## config.mk

```make
export PLATFORM = sky130hd
export DESIGN_NAME = pc_unit
export DESIGN_NICKNAME = d
export VERILOG_FILES = /design/src/rtl/pc_unit.sv
export SDC_FILE = /design/constraint.sdc
export NUM_CORES = 1
export LEC_CHECK = 0
export CORE_MARGIN = 5
export CORE_UTILIZATION = 48
export DETAILED_ROUTE_END_ITERATION = 6
export PLACE_DENSITY = 0.77
export SETUP_SLACK_MARGIN = 0.5
export SYNTH_ARGS = -nofsm -noshare
export SYNTH_HDL_FRONTEND = slang
export SYNTH_SLANG_ARGS = --single-unit
```

## constraint.sdc

```tcl
create_clock -name clk -period 2.52 [get_ports clk]
set_input_delay 0.252 -clock clk [delete_from_list [all_inputs] [get_ports clk]]
set_output_delay 0.252 -clock clk [all_outputs]
set_load 0.01 [all_outputs]
```

## src/rtl/pc_unit.sv

```systemverilog
// Program counter with optional circular return-address stack.
// Define PC_RAS_EN to build the stack; otherwise call/ret are ignored and the status flags are constants.
module pc_unit #(
  parameter int              AW        = 32,
  parameter int              STEP      = 4,
  parameter logic [AW-1:0]   RESET_VEC = '0,
  parameter int              RAS_DEPTH = 4
) (
  input  logic          clk,
  input  logic          reset,
  input  logic          stall,
  input  logic          we,
  input  logic [AW-1:0] wd,
  input  logic          ib,
  input  logic [AW-1:0] bv,
  input  logic          call,
  input  logic          ret,
  output logic [AW-1:0] iaddrout,
  output logic          ras_empty,
  output logic          ras_full,
  output logic          ras_err
);

  localparam logic [AW-1:0] STEP_V = AW'(STEP);

  logic [AW-1:0] pc_reg;
  logic [AW-1:0] pc_next;
  logic [AW-1:0] iaddr_reg;
  logic [AW-1:0] seq_addr;
  logic [AW-1:0] br_addr;

  // Carries out of the MSB are dropped, so the PC wraps modulo 2^AW.
  assign seq_addr = pc_reg + STEP_V;
  assign br_addr  = pc_reg + bv;

  always_ff @(posedge clk or negedge reset) begin
    if (!reset) begin
      pc_reg    <= RESET_VEC;
      iaddr_reg <= RESET_VEC;
    end else if (!stall) begin
      iaddr_reg <= pc_reg;
      pc_reg    <= pc_next;
    end
  end

  assign iaddrout = iaddr_reg;

`ifdef PC_RAS_EN
  localparam int PW = $clog2(RAS_DEPTH);
  localparam int CW = $clog2(RAS_DEPTH + 1);

  logic [AW-1:0] ras_mem [RAS_DEPTH];
  logic [PW-1:0] wptr_reg;
  logic [PW-1:0] wptr_next;
  logic [PW-1:0] top_idx;
  logic [PW-1:0] wptr_inc;
  logic [CW-1:0] depth_reg;
  logic [CW-1:0] depth_next;
  logic          empty_reg;
  logic          full_reg;
  logic          err_reg;
  logic          err_next;
  logic          do_push;
  logic          do_pop;

  // wptr points at the slot the next push writes; the newest entry sits just below it.
  assign top_idx  = (wptr_reg == '0) ? PW'(RAS_DEPTH - 1) : wptr_reg - 1'b1;
  assign wptr_inc = (wptr_reg == PW'(RAS_DEPTH - 1)) ? '0 : wptr_reg + 1'b1;

  always_comb begin
    pc_next    = pc_reg;
    do_push    = 1'b0;
    do_pop     = 1'b0;
    err_next   = err_reg;
    wptr_next  = wptr_reg;
    depth_next = depth_reg;
    if (!stall) begin
      if (we) begin
        pc_next = wd;
      end else if (ret && (depth_reg != '0)) begin
        pc_next = ras_mem[top_idx];
        do_pop  = 1'b1;
      end else begin
        if (ret) err_next = 1'b1;
        if (ib) begin
          pc_next = br_addr;
          do_push = call;
        end else begin
          pc_next = seq_addr;
        end
      end
    end
    if (do_push) begin
      wptr_next = wptr_inc;
      // A full stack overwrites its oldest entry, which is exactly the slot at wptr.
      if (depth_reg == CW'(RAS_DEPTH)) err_next = 1'b1;
      else depth_next = depth_reg + 1'b1;
    end else if (do_pop) begin
      wptr_next  = top_idx;
      depth_next = depth_reg - 1'b1;
    end
  end

  always_ff @(posedge clk or negedge reset) begin
    if (!reset) begin
      wptr_reg  <= '0;
      depth_reg <= '0;
      empty_reg <= 1'b1;
      full_reg  <= 1'b0;
      err_reg   <= 1'b0;
    end else begin
      wptr_reg  <= wptr_next;
      depth_reg <= depth_next;
      empty_reg <= (depth_next == '0);
      full_reg  <= (depth_next == CW'(RAS_DEPTH));
      err_reg   <= err_next;
    end
  end

  // Storage is not reset; a zero depth makes stale entries unreachable.
  always_ff @(posedge clk) begin
    if (do_push) ras_mem[wptr_reg] <= seq_addr;
  end

  assign ras_empty = empty_reg;
  assign ras_full  = full_reg;
  assign ras_err   = err_reg;
`else
  logic unused_ras;
  assign unused_ras = call ^ ret;

  always_comb begin
    pc_next = pc_reg;
    if (!stall) begin
      if (we)      pc_next = wd;
      else if (ib) pc_next = br_addr;
      else         pc_next = seq_addr;
    end
  end

  assign ras_empty = 1'b1;
  assign ras_full  = 1'b0;
  assign ras_err   = 1'b0;
`endif

endmodule

```

* Yosys cells after proc, flatten, opt, wreduce, memory -nomap -nowiden
Cells that the tools add are included.
Cells by class: add/subtract/negate cells 2, muxes and demuxes 2
Operators by type and width (count):
- 32-bit 2-to-1 mux | 2
- 32-bit by 3-bit adder with 32-bit output (second input constant) | 1
- 32-bit adder | 1
Word-level totals: register bits 64, bits of input ports 71, output and inout port bits 35, word-level logic and storage cells 6

* Depth between registers and ports, before layout
depth after elaboration 3, gate-level depth with buffers 12, gate-level depth less buffers 12

* Least setup slack after synthesis
OpenSTA, ideal clock, no wires.
kind reg-to-reg, start point register pc_reg[16], end point register pc_reg[31], setup time 0.132 ns, arrival time 2.485 ns, data required time 2.388 ns, path slack -0.097 ns, cell stages (with the launch flop) 12, buffers on the path 1, period minus slack after synthesis 2.617 ns, cells stage by stage dfrtp_1 ha_1 buf_2 nand2_1 o211ai_1 a31oi_1 a311oi_2 a211oi_1 or4_1 nand4_1 mux2i_1 o21ai_1
On the way: cells in the longest elaborated chain, start to end 3, elaborated cells between the ends (all ways) 4, classes of those cells add/sub (2); mux (2)
Ends and longest elaborated chain:
- start, declared | line 26 | logic [AW-1:0] pc_reg;
- start signal, assigned | line 42 | pc_reg <= pc_next;
- 32-bit by 3-bit adder with 32-bit output or 32-bit adder (tied branches) | line 33, 34
- 32-bit 2-to-1 mux * | line 136 | else if (ib) pc_next = br_addr;
- 32-bit 2-to-1 mux * | line 135 | if (we) pc_next = wd;
Mark *: on every way between the ends. The rest lies on a longest branch, timed or not. A chain may end at the register's enable or synchronous reset.

* Worst setup path after layout
Same ends and word-level chain as after synthesis.

==> results.md <==
Routing:
- The overall routed net length is roughly 18 mm.
- The number of DRC violations after detailed-routing iteration 0 is a little over 400.
- After detailed routing, the average wire length per cell comes to 18.78 um.
- In this run the remaining antenna-violating nets after routing total 0.
- In the routed layout, each cell is associated on average with a via count of 5.810.
- The remaining routing DRC violations is 0.
- The pre-antenna-repair detailed-routing pass consisted of 5 iterations.
- The final route contains 5572 vias.

Min path:
- The worst hold path belongs to the class in -> reg.
- The start point of the worst min-delay path is stall.
- The endpoint with the worst hold slack is pc_reg[29].
- Along the worst hold path, the cell count comes to 4.

GRT:
- The global-route wire length before repair is 28.82 mm.
- The overall fraction of global-route tracks in use is 27.66%.
- The number of antenna violations at the first check in global routing is 0.
- The overflow left after global routing is 0.
- The number of global-route vias before repair is 5649.
- The pin count of the biggest net entering global routing is 54.

Clocking:
- The number of H-tree levels is 3.
- The clock passes through at most 2 buffers.
- The root buffer cell chosen for the clock tree is clkbuf_8.
- Buffers inserted during clock tree synthesis total 9.
- Clock latency on the worst-skew pair, taken at its later pin, is 370 ps.
- CTS saw 64 sinks.
- The clock-pin slew on the worst setup and hold paths is ~80 ps.
- The CTS tree is done.

Final layout:
- 0 antenna diodes ended up in the layout.
- The number of fill cells is 681.
- The fraction of final layout cells with drive strength greater than 1 is 34.99%.
- In the final layout, flip-flops and latches occupy 1604 um2.
- The final-stage net count is 922.
- Relative to the synthesized area, the layout overhead comes to 58.24%.
- The total area of multi-input combinational cells is 4073 um2.

Pwr:
- The internal portion of the total power is 3.412 mW.
- The total power consumption of the routed design is ~5.4 mW.
- Net switching is 37.09% of the power.
- The total power density per cell area is 665.6 nW/um2.
- The net switching power is 2.012 mW.
- The combinational fraction of design power is 55.6%.
- The clock network fraction of total power is 18.5%.
- The worst-case vdd ir drop is 0.4363 mV.
- The cell leakage power is around 3.4 nW.
- Per report_power, the sequential group accounts for 25.9% of the total.

Worst setup path:
- The worst reg2reg path depth is 11.
- Along the worst path, the maximum fanout reaches 4.
- The slack of the worst reg-to-reg path is -150 ps.
- The most critical setup path has its startpoint at pc_reg[16].
- The type of the setup path with the least slack is reg -> reg.
- In this run the critical register-to-register path is launched from pc_reg[16].
- Traced cell by cell, the critical path runs through ha_4 -> nand2_4 -> o211ai_1 -> a31oi_2 -> a311oi_2 -> buf_4 -> a211oi_2 -> or4_1 -> nand4_1 -> mux2i_1 -> o21ai_1.
- The worst register-to-register path ends at pc_reg[31].
- The slowest stage cell on the critical path is dfrtp_1.
- STA classifies the critical path startpoint as a flop.
- The worst endpoint required time is 2760 ps.
- The arrival time at the worst endpoint is 2910 ps.
- The worst stage delay on the critical path is 420 ps.
- The worst setup path is captured at a flop.

STA:
- The tightest slew margin relative to the limit is 58.19%.
- The final critical-path share of the clock period is 105.8%.
- The shortest period the worst path allows is roughly 2700 ps.
- For the final routed database, the setup TNS stands at -218.0 ps.
- In the post-route analysis, the smallest setup slack over all paths is -145.2 ps.
- For this run, the top clock speed supported by timing is roughly 380 MHz.
- Setup repair after global routing could not meet its margin everywhere.
- The transition time at the pin with the least slew margin is 627.1 ps.
- The worst clock skew is slightly above 10 ps.
- The number of max-slew violations in the final report is 0.
- The count of final hold-check violations is 0.
- The total setup violations reported at the end of the flow is 3.

Logic synthesis:
- The number of standard cells after synthesis is 611.
- The top cell type by area accounts for 31.10% of the synthesized area.
- During synthesis, Yosys emitted a total of 0 warnings.
- The unique cell type count in the Yosys netlist is 64.
- Yosys mapped a number of flops with a built-in enable equal to 0.
- The fraction of registers with async set or reset after synthesis is 100.0%.
- The average instance in the mapped netlist occupies 8.429 um2.
- The cell type with the largest total area after synthesis is dfrtp_1.
- The fraction of the yosys area taken by sequential cells is 31.10%.
- Ranked by total cell area, the synthesized netlist is headed by dfrtp_1, ha_1, mux2_2.
- After synthesis the cells add up to 5150 um2.
- The number of flip-flops and latches in the synthesized netlist is 64.
- The most used flip-flop cell after synthesis is dfrtp_1.

Placed design:
- During placement, the flow inserted port buffers numbering 100.
- The setup slack at placement is -500.9 ps.
- Once detailed placement completed, the half-perimeter wirelength came to roughly 13 mm.
- At the end of routability-driven placement, the weighted congestion stood at 0.9165.

Run:
- The tool flagged a number of max-cap violations equal to 0.

Die:
- The die area is 12900 um2.
- The initial standard-cell utilization of the core is 49.44%.
- The die span in x is roughly 110 um.
- Measured along the y axis, the die boundary spans 113.6 um.
- The number of cell rows is 37.
- The placeable core region is 10420 um2.
- The boundary pin count is 106.

Outcome:
- The final reports fail on negative setup slack.
- The flow ran to the end, but the final reports show violations.
==> cell type report <==
type | count | area share (%)
multi-input cells | 498 | 49.98
flip-flops and latches | 64 | 19.68
repair buffers | 231 | 24.93
clock inverters | 2 | 0.4299
well taps | 136 | 2.088
inverters | 14 | 0.6449
clock buffers | 14 | 2.242
==> cells by family (layout without fill, tap and decap cells) <==
logic type               after synthesis  count (layout)  share of synthesized area, %
AO/OA/AOI/OAI                        185             185                         22.57
adder cells (fa/ha/maj)               33              33                         8.163
XOR/XNOR                              45              45                         7.653
AND/OR/NAND/NOR                      196             196                         18.59
flip-flops                            64              64                         31.10
other                                  2               3                        0.1458
buffers and inverters                 50             261                         4.033
multiplexers                          36              36                         7.750
==> how the worst max path moves through the flow <==
stage / end / depth (start not counted) / slack (ps)
2_1_floorplan: pc_reg[31] / 11 / 3
3_3_place_gp: pc_reg[23] / 11 / -450
3_5_place_dp: pc_reg[28] / 14 / -500
4_1_cts: pc_reg[24] / 13 / -90
5_1_grt: pc_reg[31] / 11 / -270
6_report: pc_reg[31] / 11 / -150
==> Yosys cell counts, drive strengths merged, types with 2 or more instances <==
master,n
a21oi,67
dfrtp,64
nand2,59
nor2,50
o21ai,43
ha,32
mux2,31
xnor2,31
clkbuf,22
nand3,19
a211oi,15
buf,14
inv,14
xor2,14
and3,12
nor2b,10
a21o,9
nand4,9
nand2b,8
nor3,8
o211ai,8
a31oi,7
o221ai,6
mux2i,5
nor3b,5
a311oi,4
o31ai,4
or2,4
o21bai,3
o22ai,3
or3,3
a21boi,2
a22oi,2
and2,2
and4,2
conb,2
nand3b,2
o21a,2
==> power groups by stage <==
| stage | Clock, mW | Combinational, mW | Sequential (mW) |
|---|---|---|---|
| 2_1_floorplan | 0 | 1.32 | 1.47 |
| 5_1_grt | 1.05 | 3.24 | 1.43 |
| 6_report | 1.00 | 3.02 | 1.40 |
| 3_3_place_gp | 0 | 2.43 | 1.39 |
| 4_1_cts | 1.01 | 2.78 | 1.40 |
| 3_5_place_dp | 0 | 2.49 | 1.40 |
==> cells in the final DEF, fill, tap and decap left out, types with 6 or more instances in the layout <==
master / instances
dfrtp_1: 62
ha_4: 18
nand4_1: 9
xnor2_1: 23
xor2_1: 11
a21o_1: 8
a21oi_2: 17
buf_4: 116
nor2b_1: 8
o21ai_1: 20
nand2_1: 56
clkdlybuf4s50_1: 96
a211oi_1: 6
mux2_2: 30
nand2b_1: 7
nor2_1: 47
inv_1: 13
o21ai_0: 17
a21oi_1: 46
o211ai_1: 7
clkbuf_8: 13
and3_1: 7
a211oi_2: 9
ha_1: 13
buf_6: 13
nand3_1: 17
==> per-stage QoR <==
| step | util (%) | cells | area [um2] | hold slack [ps] |
|---|---|---|---|---|
| finish | 78.23 | 959 | 8149 | 396.8 |
| global route | 78.23 | 959 | 8149 | 424.8 |
| CTS | 75.69 | 950 | 7884 | 395.7 |
| detailed placement | 69.09 | 926 | 7197 | 294.8 |
| global placement | 69.09 | 926 | 7197 | 285.5 |
| floorplan | - | 612 | 5359 | -43.59 |
==> repair_timing <==
| action | CTS | global route |
|---|---|---|
| buffers inserted | 7 | 9 |
| setup endpoints to repair | 27 | 29 |
| gates resized for setup | 78 | 40 |
| pin swaps | 58 | 41 |
| hold buffers | 1 | 0 |
| endpoints found under the hold margin | 23 | 0 |
==> critical path, delay by kind of cell, from the launching register on <==
kind	cells	cell delay (ps)
compound gates	5	830
simple gates	3	580
flops	1	420
fa+ha+maj	1	330
mux	1	200
buf+inv	1	180
==> routing by layer <==
layer	GRT usage, %	vias to the layer above	share of wire (%)
li1	-	2633	-
met1	35.62	2680	42
met2	47.35	230	50
met3	4.987	29	6.7
met4	8.173	0	1.7
met5	0	-	0
Power figures use the tool's default switching activity.
